[src/rtl/p02_simon_autoplayer.sv]
// rtl/p02_simon_autoplayer.sv - Simon autoplayer: records the shown LED sequence and replays it on the buttons
// Optional feature macro: AUTOPLAY_MISTAKE_EN (adds input miss; the last replayed step presses the next colour)
// Ports:
//   clk, rst          clock, synchronous active-high reset
//   ticks_per_milli   clk cycles per millisecond (0 behaves as 1)
//   en                autoplay enable; low returns to IDLE and clears the sequence
//   miss              (AUTOPLAY_MISTAKE_EN only) deliberately get the last step wrong
//   led               game LED bus, one-hot or zero
//   btn               button drive, one-hot or zero
//   busy              high while replaying (PRESS/RELEASE)
//   seq_len           number of recorded entries
//   error             sticky: non-one-hot LED or buffer overflow
module p02_simon_autoplayer #(
  parameter int MAX_LEN    = 32,
  parameter int GAP_MS     = 400,
  parameter int PRESS_MS   = 150,
  parameter int RELEASE_MS = 100
) (
  input  logic        clk,
  input  logic        rst,
  input  logic [15:0] ticks_per_milli,
  input  logic        en,
`ifdef AUTOPLAY_MISTAKE_EN
  input  logic        miss,
`endif
  input  logic [3:0]  led,
  output logic [3:0]  btn,
  output logic        busy,
  output logic [5:0]  seq_len,
  output logic        error
);

  localparam int          AW         = (MAX_LEN > 1) ? $clog2(MAX_LEN) : 1;
  localparam logic [5:0]  MAX_LEN_W  = 6'(MAX_LEN);
  localparam logic [15:0] GAP_LAST   = 16'(GAP_MS - 1);
  localparam logic [15:0] GAP_W      = 16'(GAP_MS);
  localparam logic [15:0] PRESS_LAST = 16'(PRESS_MS - 1);
  localparam logic [15:0] REL_LAST   = 16'(RELEASE_MS - 1);

  typedef enum logic [1:0] {S_IDLE, S_LISTEN, S_PRESS, S_RELEASE} state_t;

  state_t      state_q, state_d;
  logic [15:0] cnt_q, cnt_d;       // ms prescaler
  logic [15:0] ms_q, ms_d;         // elapsed ms inside PRESS/RELEASE
  logic [15:0] gap_q, gap_d;       // dark ms in LISTEN
  logic [3:0]  led_q, led_d;
  logic        pend_q, pend_d;     // rising edge seen last cycle, entry written now
  logic [3:0]  pend_led_q, pend_led_d;
  logic [5:0]  rd_q, rd_d;
  logic [5:0]  seq_q, seq_d;
  logic [3:0]  btn_q, btn_d;
  logic        busy_q, busy_d;
  logic        err_q, err_d;

  logic [1:0]  mem_q [MAX_LEN];
  logic        mem_we;
  logic [AW-1:0] mem_wa;
  logic [1:0]  mem_wd;

  logic [15:0] tpm_last;
  logic        ms_tick;
  logic [5:0]  load_ptr;
  logic [1:0]  load_idx;
  logic [3:0]  load_btn;

  // Button pattern for the step about to be pressed: step 0 when leaving
  // LISTEN, rd_ptr+1 when leaving RELEASE.
  always_comb begin
    load_ptr = (state_q == S_RELEASE) ? rd_q + 6'd1 : 6'd0;
    load_idx = mem_q[load_ptr[AW-1:0]];
`ifdef AUTOPLAY_MISTAKE_EN
    if (miss && (load_ptr == seq_q - 6'd1)) load_idx = load_idx + 2'd1;
`endif
    load_btn = 4'b0001 << load_idx;
  end

  always_comb begin
    tpm_last = (ticks_per_milli == 16'd0) ? 16'd0 : ticks_per_milli - 16'd1;
    // >= keeps the prescaler sane if ticks_per_milli shrinks at run time
    ms_tick  = (cnt_q >= tpm_last);

    state_d    = state_q;
    cnt_d      = ms_tick ? 16'd0 : cnt_q + 16'd1;
    ms_d       = ms_q;
    gap_d      = gap_q;
    led_d      = led;
    pend_d     = 1'b0;
    pend_led_d = pend_led_q;
    rd_d       = rd_q;
    seq_d      = seq_q;
    btn_d      = btn_q;
    err_d      = err_q;
    mem_we     = 1'b0;
    mem_wa     = seq_q[AW-1:0];
    mem_wd     = {pend_led_q[3] | pend_led_q[2], pend_led_q[3] | pend_led_q[1]};

    case (state_q)
      S_IDLE: begin
        cnt_d = 16'd0;
        ms_d  = 16'd0;
        gap_d = 16'd0;
        rd_d  = 6'd0;
        seq_d = 6'd0;
        btn_d = 4'd0;
        if (en) state_d = S_LISTEN;
      end
      S_LISTEN: begin
        btn_d      = 4'd0;
        pend_d     = (led_q == 4'd0) && (led != 4'd0);
        pend_led_d = led;
        if (pend_q) begin
          if (!$onehot(pend_led_q) || (seq_q == MAX_LEN_W)) err_d = 1'b1;
          else begin
            mem_we = 1'b1;
            seq_d  = seq_q + 6'd1;
          end
        end
        if (led != 4'd0) begin
          gap_d = 16'd0;
          if (led != led_q) cnt_d = 16'd0;
        end else if (led_q != 4'd0) begin
          cnt_d = 16'd0;  // LED just went dark: gap timing starts on a fresh ms grid
        end else if (ms_tick) begin
          if ((seq_q != 6'd0) && (gap_q == GAP_LAST)) begin
            state_d = S_PRESS;
            ms_d    = 16'd0;
            rd_d    = 6'd0;
            btn_d   = load_btn;
          end else if (gap_q != GAP_W) begin
            gap_d = gap_q + 16'd1;  // saturates while nothing is recorded
          end
        end
      end
      S_PRESS: begin
        if (ms_tick) begin
          if (ms_q == PRESS_LAST) begin
            state_d = S_RELEASE;
            ms_d    = 16'd0;
            btn_d   = 4'd0;
          end else begin
            ms_d = ms_q + 16'd1;
          end
        end
      end
      S_RELEASE: begin
        if (ms_tick) begin
          if (ms_q == REL_LAST) begin
            ms_d = 16'd0;
            rd_d = rd_q + 6'd1;
            if (rd_q + 6'd1 == seq_q) begin
              state_d = S_LISTEN;
              seq_d   = 6'd0;
              gap_d   = 16'd0;
            end else begin
              state_d = S_PRESS;
              btn_d   = load_btn;
            end
          end else begin
            ms_d = ms_q + 16'd1;
          end
        end
      end
      default: state_d = S_IDLE;
    endcase

    if (!en) begin
      state_d = S_IDLE;
      cnt_d   = 16'd0;
      btn_d   = 4'd0;
      seq_d   = 6'd0;
      pend_d  = 1'b0;
      mem_we  = 1'b0;
    end

    busy_d = (state_d == S_PRESS) || (state_d == S_RELEASE);
  end

  always_ff @(posedge clk) begin
    if (rst) begin
      state_q    <= S_IDLE;
      cnt_q      <= 16'd0;
      ms_q       <= 16'd0;
      gap_q      <= 16'd0;
      led_q      <= 4'd0;
      pend_q     <= 1'b0;
      pend_led_q <= 4'd0;
      rd_q       <= 6'd0;
      seq_q      <= 6'd0;
      btn_q      <= 4'd0;
      busy_q     <= 1'b0;
      err_q      <= 1'b0;
    end else begin
      state_q    <= state_d;
      cnt_q      <= cnt_d;
      ms_q       <= ms_d;
      gap_q      <= gap_d;
      led_q      <= led_d;
      pend_q     <= pend_d;
      pend_led_q <= pend_led_d;
      rd_q       <= rd_d;
      seq_q      <= seq_d;
      btn_q      <= btn_d;
      busy_q     <= busy_d;
      err_q      <= err_d;
    end
  end

  always_ff @(posedge clk) begin
    if (mem_we) mem_q[mem_wa] <= mem_wd;
  end

  assign btn     = btn_q;
  assign busy    = busy_q;
  assign seq_len = seq_q;
  assign error   = err_q;

endmodule

[config.mk]
export PLATFORM = sky130hd
export DESIGN_NAME = p02_simon_autoplayer
export DESIGN_NICKNAME = d
export VERILOG_FILES = /design/src/rtl/p02_simon_autoplayer.sv
export SDC_FILE = /design/constraint.sdc
export NUM_CORES = 1
export LEC_CHECK = 0
export CORE_MARGIN = 4
export CORE_UTILIZATION = 50
export DETAILED_ROUTE_END_ITERATION = 10
export PLACE_DENSITY = 0.68
export SKIP_LAST_GASP = 1
export SYNTH_ARGS = -nofsm -noshare
export SYNTH_HDL_FRONTEND = slang
export SYNTH_SLANG_ARGS = --single-unit
[constraint.sdc]
create_clock -name clk -period 7.3 [get_ports clk]
set_input_delay 1.46 -clock clk [delete_from_list [all_inputs] [get_ports clk]]
set_output_delay 1.46 -clock clk [all_outputs]
set_load 0.005 [all_outputs]
==> results of run 1 <==
==> final cells by class <==
cell class	count	area [µm²]	share of cell area, %
multi-input combinational	585	3830	45.0
clock inverter	14	108	1.26
timing repair buffer	36	355	4.18
sequential	141	3460	40.7
inverter	26	97.6	1.15
tap	184	230	2.71
clock buffer	17	425	5.00
==> sequential cells by signal, summed over array words and instances, names as in the netlist <==
| signal | flops |
|---|---|
| btn | 4 |
| busy | 1 |
| cnt_q | 16 |
| error | 1 |
| gap_q | 16 |
| led_q | 4 |
| mem_q | 64 |
| ms_q | 16 |
| pend_led_q | 4 |
| pend_q | 1 |
| rd_q | 6 |
| seq_len | 6 |
| state_q | 2 |
==> cell usage after synthesis (all sizes together) (7+ instances only) <==
cell type | n | area, µm²
a211oi | 8 | 60.1
a21oi | 45 | 225
a31oi | 18 | 128
and3 | 19 | 120
buf | 13 | 97.6
clkbuf | 21 | 88.8
dfxtp | 77 | 1540
edfxtp | 64 | 1920
ha | 30 | 375
inv | 26 | 97.6
mux2i | 16 | 160
nand2 | 62 | 233
nand3 | 33 | 165
nand3b | 13 | 97.6
nand4 | 15 | 93.8
nor2 | 112 | 423
nor2b | 12 | 75.1
nor3 | 18 | 90.1
nor4 | 8 | 56.3
o21ai | 25 | 129
o31ai | 8 | 60.1
or3 | 7 | 48.8
or4 | 10 | 75.1
xnor2 | 22 | 193
xor2 | 24 | 225
==> cell families (layout without fill, tap and decap cells) <==
family                     count (synthesis)  after routing
adders and majority gates                 31             31
xor gates and xnor gates                  46             46
AOI/OAI and AO/OA                        153            153
and+or+nand+nor                          331            331
muxes                                     24             24
buffers and inverters                     61             93
DFF                                      141            141
==> how the worst max path moves through the flow <==
stage	slack [ns]	cells past startpoint	to
6_report	1.41	13	gap_q[12]$_SDFFE_PP0P_
5_1_grt	0.93	13	gap_q[0]$_SDFFE_PP0P_
4_1_cts	1.43	13	gap_q[12]$_SDFFE_PP0P_
3_5_place_dp	0.98	13	gap_q[12]$_SDFFE_PP0P_
3_3_place_gp	1.21	13	gap_q[10]$_SDFFE_PP0P_
2_1_floorplan	2.44	15	ms_q[10]$_SDFFE_PP0P_
==> through the flow <==
step	power [W]	area, µm²	instances	utilization, %	worst slack [ns]
6_report	0.00169	8510	1003	57.9	1.41
5_1_grt	0.00175	8510	1003	57.9	0.929
4_1_cts	0.00170	8510	1003	57.9	1.43
3_5_place_dp	0.000919	7970	972	54.2	0.985
3_3_place_gp	0.000917	7970	972	54.2	1.21
2_1_floorplan	0.000890	7590	787	-	2.44
==> power breakdown <==
| part | internal (W) | switching, W |
|---|---|---|
| Combinational | 0.0000277 | 0.0000403 |
| Clock | 0.000437 | 0.000348 |
| Sequential | 0.000831 | 0.00000311 |
==> per-layer routing <==
layer	vias to the layer above	share of wire (%)	routed length [µm]	track usage, %
met5	-	0	0	0
met4	0	1.2	219	6.77
met3	17	4.4	774	4.09
met2	159	49	8540	34.4
met1	2924	46	8050	26.9
li1	2929	-	-	-
==> critical path: stages <==
cell	delay, ns
sky130_fd_sc_hd__clkdlybuf4s50_1	0.46
sky130_fd_sc_hd__nor4_1	0.60
sky130_fd_sc_hd__nand4b_1	0.16
sky130_fd_sc_hd__or3_1	0.53
sky130_fd_sc_hd__a21bo_2	0.27
sky130_fd_sc_hd__ha_1	0.23
sky130_fd_sc_hd__a21oi_1	0.13
sky130_fd_sc_hd__o21a_1	0.13
sky130_fd_sc_hd__a2bb2oi_1	0.73
sky130_fd_sc_hd__nand2_1	0.27
sky130_fd_sc_hd__a31oi_1	0.90
sky130_fd_sc_hd__or4_1	0.23
sky130_fd_sc_hd__a21oi_1	0.07
==> implementation parameters, run 1 <==
Parameter                              Value

Drt
  DRC viols ... 0
  First-pass DRT Iterations ... 5
  Count of nets left with antenna violations after detail routing ... 0
  Post-detailed-routing wire length ... 17600 µm
  Number of DRC markers after the initial detailed-route iteration ... 684
  Routed via count divided by cell count ... 6.01
  Total number of vias ... 6029
  Wire per inst ... 17.5 µm

Hold path
  Hold Path Stages ... 1
  Hold wc startpoint ... gap_q[15]$_SDFFE_PP0P_
  End point of the most critical hold path ... gap_q[15]$_SDFFE_PP0P_
  Hold Crit Class ... reg2reg

STA
  Setup skew after layout ... 0.0102 ns
  Worst hold slack after final layout ... 0.486 ns
  Post-Route Setup TNS ... 0 ns
  Worst slew margin relative to its limit ... 19.6%
  Final cycle utilization of the critical path ... 80.7%
  Final hold violation count ... 0
  Final setup viols ... 0
  Min Tclk post-route ... 5.89 ns
  Pin slew with the least headroom to its limit ... 1.20 ns
  Pins Over Slew Limit ... 0
  Timing-limited maximum frequency ... 170 MHz
  Unrepaired setup endpoints after global routing ... false

Setup path
  Crit end category ... register
  Worst r2r dst ... btn[2]$_SDFFE_PP0P_
  Maximum fanout along the worst path ... 16
  CP Class ... in2reg
  R2R setup slack ... 3.53 ns
  Arrival time of the worst setup path ... 6.19 ns
  Critical path startpoint category ... input pin
  Required time of the worst setup path ... 7.59 ns
  Startpoint of the lowest-slack register-to-register path ... rd_q[0]$_SDFFE_PP0P_
  Startpoint of the most critical setup path ... ticks_per_milli[3]
  Reg2reg path depth ... 8

Final layout
  Layout cells sized above 1 ... 7.69%
  Fillers ... 1248
  Layout area overhead ... 12.1%
  Most frequent standard cell in the layout excluding fill and tap cells ... sky130_fd_sc_hd__nor2_1
  Nets@finish ... 861
  Ant diodes ... 0
  Highest-count cells in the layout ignoring fill and taps ... sky130_fd_sc_hd__nor2_1, sky130_fd_sc_hd__dfxtp_1, sky130_fd_sc_hd__edfxtp_1

Synth
  Commonest register cell after synthesis ... sky130_fd_sc_hd__dfxtp_1
  Post-synth EDFFs ... 64
  Fraction of synthesized area in multiplexers ... 4.09%
  Warning count from the yosys run ... 0
  Mean post-synth cell area ... 9.64 µm²
  Adder-cell share of the synthesized area ... 5.21%
  Number of distinct library cell variants in the gate-level netlist after synthesis ... 88
  Compound-Gate Fraction of Synth Area ... 13.9%
  Largest family of logic cells by synthesized area ... simple AND/OR/NAND/NOR gates
  Flip-flop and latch count after synthesis ... 141
  Proportion of register bits with asynchronous set or reset after synthesis ... 0%
  Instance count of the mapped netlist ... 787
  Synthesized-area fraction occupied by xor and xnor cells ... 5.51%
  Cell area after synthesis ... 7590 µm²
  Sequential cell area fraction in the yosys report ... 45.7%
  Post-synthesis simple-gate area fraction ... 21.7%
  Syn nets ... 841

Power and ir drop
  Leakage dissipation ... 2.93 nW
  IR drop worst, VDD ... 0.165 mV
  PD cells ... 198 nW/µm²

Global routing
  Remaining Overflow, GRT ... 0
  Vias in the first global route ... 5853
  Pin count of the biggest net entering global routing ... 40
  Global-route wire length before repair ... 29300 µm
  Number of antenna violations at the first check in global routing ... 0
  All-layer global routing usage ... 20.5%

Die
  Core Box Area ... 14700 µm²
  Die Span X ... 131 µm
  Core Rows ... 44
  # IOs ... 35
  Starting utilization of the core area ... 51.6%
  Total die area ... 17200 µm²
  Chip height ... 131 µm

Place
  Post-DP HPWL ... 11900 µm
  Count of input and output buffers ... 34
  GP Congestion ... 0.853

Clocking
  Number of sinks driven by the clock tree ... 141
  Quantity of hold-fixing buffers added after cts ... 0
  Clock edge transition at the registers on the reported setup and hold paths ... 0.06 ns
  Total clock buffers created by CTS ... 17
  CTS H-Tree Depth ... 4
  Latest clock arrival within the worst-skew pair ... 0.42 ns
  Longest Clk Path Bufs ... 2
  CTS tree ... yes
  Post-CTS Repair Setup Buffers ... 0
  Clk root buf ... sky130_fd_sc_hd__clkbuf_16
  Number of cells upsized or downsized after cts ... 0

Job
  Max-cap viol count ... 0

Run status
  Run status ... complete, no violations
Note: power is estimated with default switching activity, not from simulation.
==> inputs of run 2 (changes only) <==
clock period = 5.7 ns   (was 7.3 ns; I/O delays follow)
==> run 2 against run 1 <==
  * Routed wire length is 0.28% higher
  * Critical path type unchanged
  * Critical endpoint is now ms_q[15]$_SDFFE_PP0P_
  * Non-clock buffer count increased by 6
  * Final cell count is 0.70% higher
  * Clock skew about the same
==> implementation parameters, run 2 (synthesized netlist as in run 1, its figures left out) <==
Parameter                              Value

Global routing
  Global-route wire length before repair ... 29400 µm
  Pin count of the biggest net entering global routing ... 40
  All-layer global routing usage ... 20.7%
  Remaining Overflow, GRT ... 0
  Number of antenna violations at the first check in global routing ... 0
  Vias in the first global route ... 5819

Clocking
  Post-CTS Repair Setup Buffers ... 0
  Number of sinks driven by the clock tree ... 141
  CTS tree ... yes
  Longest Clk Path Bufs ... 2
  Latest clock arrival within the worst-skew pair ... 0.43 ns
  Clock edge transition at the registers on the reported setup and hold paths ... 0.07 ns
  Number of cells upsized or downsized after cts ... 0
  Quantity of hold-fixing buffers added after cts ... 0
  CTS H-Tree Depth ... 4
  Clk root buf ... sky130_fd_sc_hd__clkbuf_16
  Total clock buffers created by CTS ... 17

Place
  Count of input and output buffers ... 34
  Post-DP HPWL ... 11900 µm
  GP Congestion ... 0.840

STA
  Pin slew with the least headroom to its limit ... 1.19 ns
  Worst slew margin relative to its limit ... 19.8%
  Unrepaired setup endpoints after global routing ... false
  Timing-limited maximum frequency ... 196 MHz
  Post-Route Setup TNS ... 0 ns
  Min Tclk post-route ... 5.11 ns
  Final cycle utilization of the critical path ... 89.6%
  Pins Over Slew Limit ... 0
  Final hold violation count ... 0
  Final setup viols ... 0
  Worst hold slack after final layout ... 0.489 ns
  Setup skew after layout ... 0.0107 ns

Setup path
  Arrival time of the worst setup path ... 5.46 ns
  Crit end category ... register
  R2R setup slack ... 2.15 ns
  Maximum fanout along the worst path ... 15
  Required time of the worst setup path ... 6.05 ns
  Reg2reg path depth ... 8
  Startpoint of the lowest-slack register-to-register path ... ms_q[0]$_SDFFE_PP0P_
  Critical path startpoint category ... input pin
  CP Class ... in2reg
  Worst r2r dst ... ms_q[11]$_SDFFE_PP0P_

Drt
  DRC viols ... 0
  First-pass DRT Iterations ... 5
  Routed via count divided by cell count ... 6.01
  Post-detailed-routing wire length ... 17600 µm
  Total number of vias ... 6075
  Number of DRC markers after the initial detailed-route iteration ... 634
  Count of nets left with antenna violations after detail routing ... 0
  Wire per inst ... 17.5 µm

Final layout
  Most frequent standard cell in the layout excluding fill and tap cells ... sky130_fd_sc_hd__nor2_1
  Ant diodes ... 0
  Nets@finish ... 867
  Layout Utilization ... 58.6%
  Layout cells sized above 1 ... 8.72%
  Highest-count cells in the layout ignoring fill and taps ... sky130_fd_sc_hd__nor2_1, sky130_fd_sc_hd__dfxtp_1, sky130_fd_sc_hd__edfxtp_1
  Layout area overhead ... 13.6%
  Max FFs per register ... 64
  Fillers ... 1250
  Register with the most flip-flops ... mem_q

Power and ir drop
  PD cells ... 262 nW/µm²
  Leakage dissipation ... 3.00 nW
  IR drop worst, VDD ... 0.258 mV

Hold path
  Hold Crit Class ... reg2reg
  Hold wc startpoint ... cnt_q[0]$_SDFF_PP0_
  Hold Path Stages ... 1
  End point of the most critical hold path ... cnt_q[0]$_SDFF_PP0_

Die
  Starting utilization of the core area ... 51.6%
  Chip height ... 131 µm
  # IOs ... 35
  Total die area ... 17200 µm²
  Die Span X ... 131 µm
  Core Rows ... 44
  Core Box Area ... 14700 µm²

Run status
  Run status ... complete, no violations

Job
  Max-cap viol count ... 0
[run 2: final cells by class]
cell class,count,area [µm²],area share (%)
Clock inverter,15,174,2.02
Clock buffer,17,425,4.94
Multi-Input combinational cell,585,3830,44.4
Sequential cell,141,3460,40.2
Inverter,26,97.6,1.13
Timing Repair Buffer,42,400,4.65
Tap cell,184,230,2.67
[run 2: routing by layer]
layer  wire, µm  track usage, %  share of wire [%]
met1       8110            27.6                 46
met2       8290            34.5                 47
met3        979            4.82                5.6
met4        249            5.02                1.4
met5          0               0                  0
[run 2: stage by stage]
step,std cells,worst slack (ns),power [W],instance area [µm²]
finish,1010,0.590,0.00225,8620
CTS,1010,0.622,0.00227,8620
global route,1010,0.0759,0.00233,8620
global placement,978,0.350,0.00118,8020
detailed placement,978,0.199,0.00118,8020
floorplan,787,1.16,0.00114,7590
[run 2: where the power goes]
| part | internal [W] | switching, W | leakage (nW) |
|---|---|---|---|
| clock | 0.000593 | 0.000503 | 0.293 |
| sequential | 0.00106 | 0.00000412 | 1.19 |
| combinational | 0.0000367 | 0.0000532 | 1.52 |
[run 2: how the worst max path moves through the flow]
stage	startpoint	slack [ns]	endpoint
2_1_floorplan	ticks_per_milli[5]	1.16	ms_q[10]$_SDFFE_PP0P_
3_3_place_gp	ticks_per_milli[7]	0.35	ms_q[15]$_SDFFE_PP0P_
3_5_place_dp	ticks_per_milli[7]	0.20	ms_q[15]$_SDFFE_PP0P_
4_1_cts	ticks_per_milli[7]	0.62	ms_q[15]$_SDFFE_PP0P_
5_1_grt	ticks_per_milli[7]	0.08	ms_q[15]$_SDFFE_PP0P_
6_report	ticks_per_milli[7]	0.59	ms_q[15]$_SDFFE_PP0P_
[run 2: worst max-delay path, stage by stage]
cell and delay [ns]:
sky130_fd_sc_hd__clkdlybuf4s50_1 0.47, sky130_fd_sc_hd__nor4_1 0.45, sky130_fd_sc_hd__nand3_1 0.23, sky130_fd_sc_hd__nor4_1 0.28
sky130_fd_sc_hd__xor2_1 0.21, sky130_fd_sc_hd__nand2_1 0.09, sky130_fd_sc_hd__ha_1 0.32, sky130_fd_sc_hd__nand4_1 0.17
sky130_fd_sc_hd__nor3_1 0.39, sky130_fd_sc_hd__a31oi_4 0.22, sky130_fd_sc_hd__a21oi_1 0.93, sky130_fd_sc_hd__or3b_1 0.41
sky130_fd_sc_hd__a21oi_1 0.13
==> inputs of run 3 (changes only) <==
CTS_CLUSTER_DIAMETER = 60   (was unset)
==> results of run 3 <==
Same layout as run 2: the final DEF is identical, and so are final timing and power.
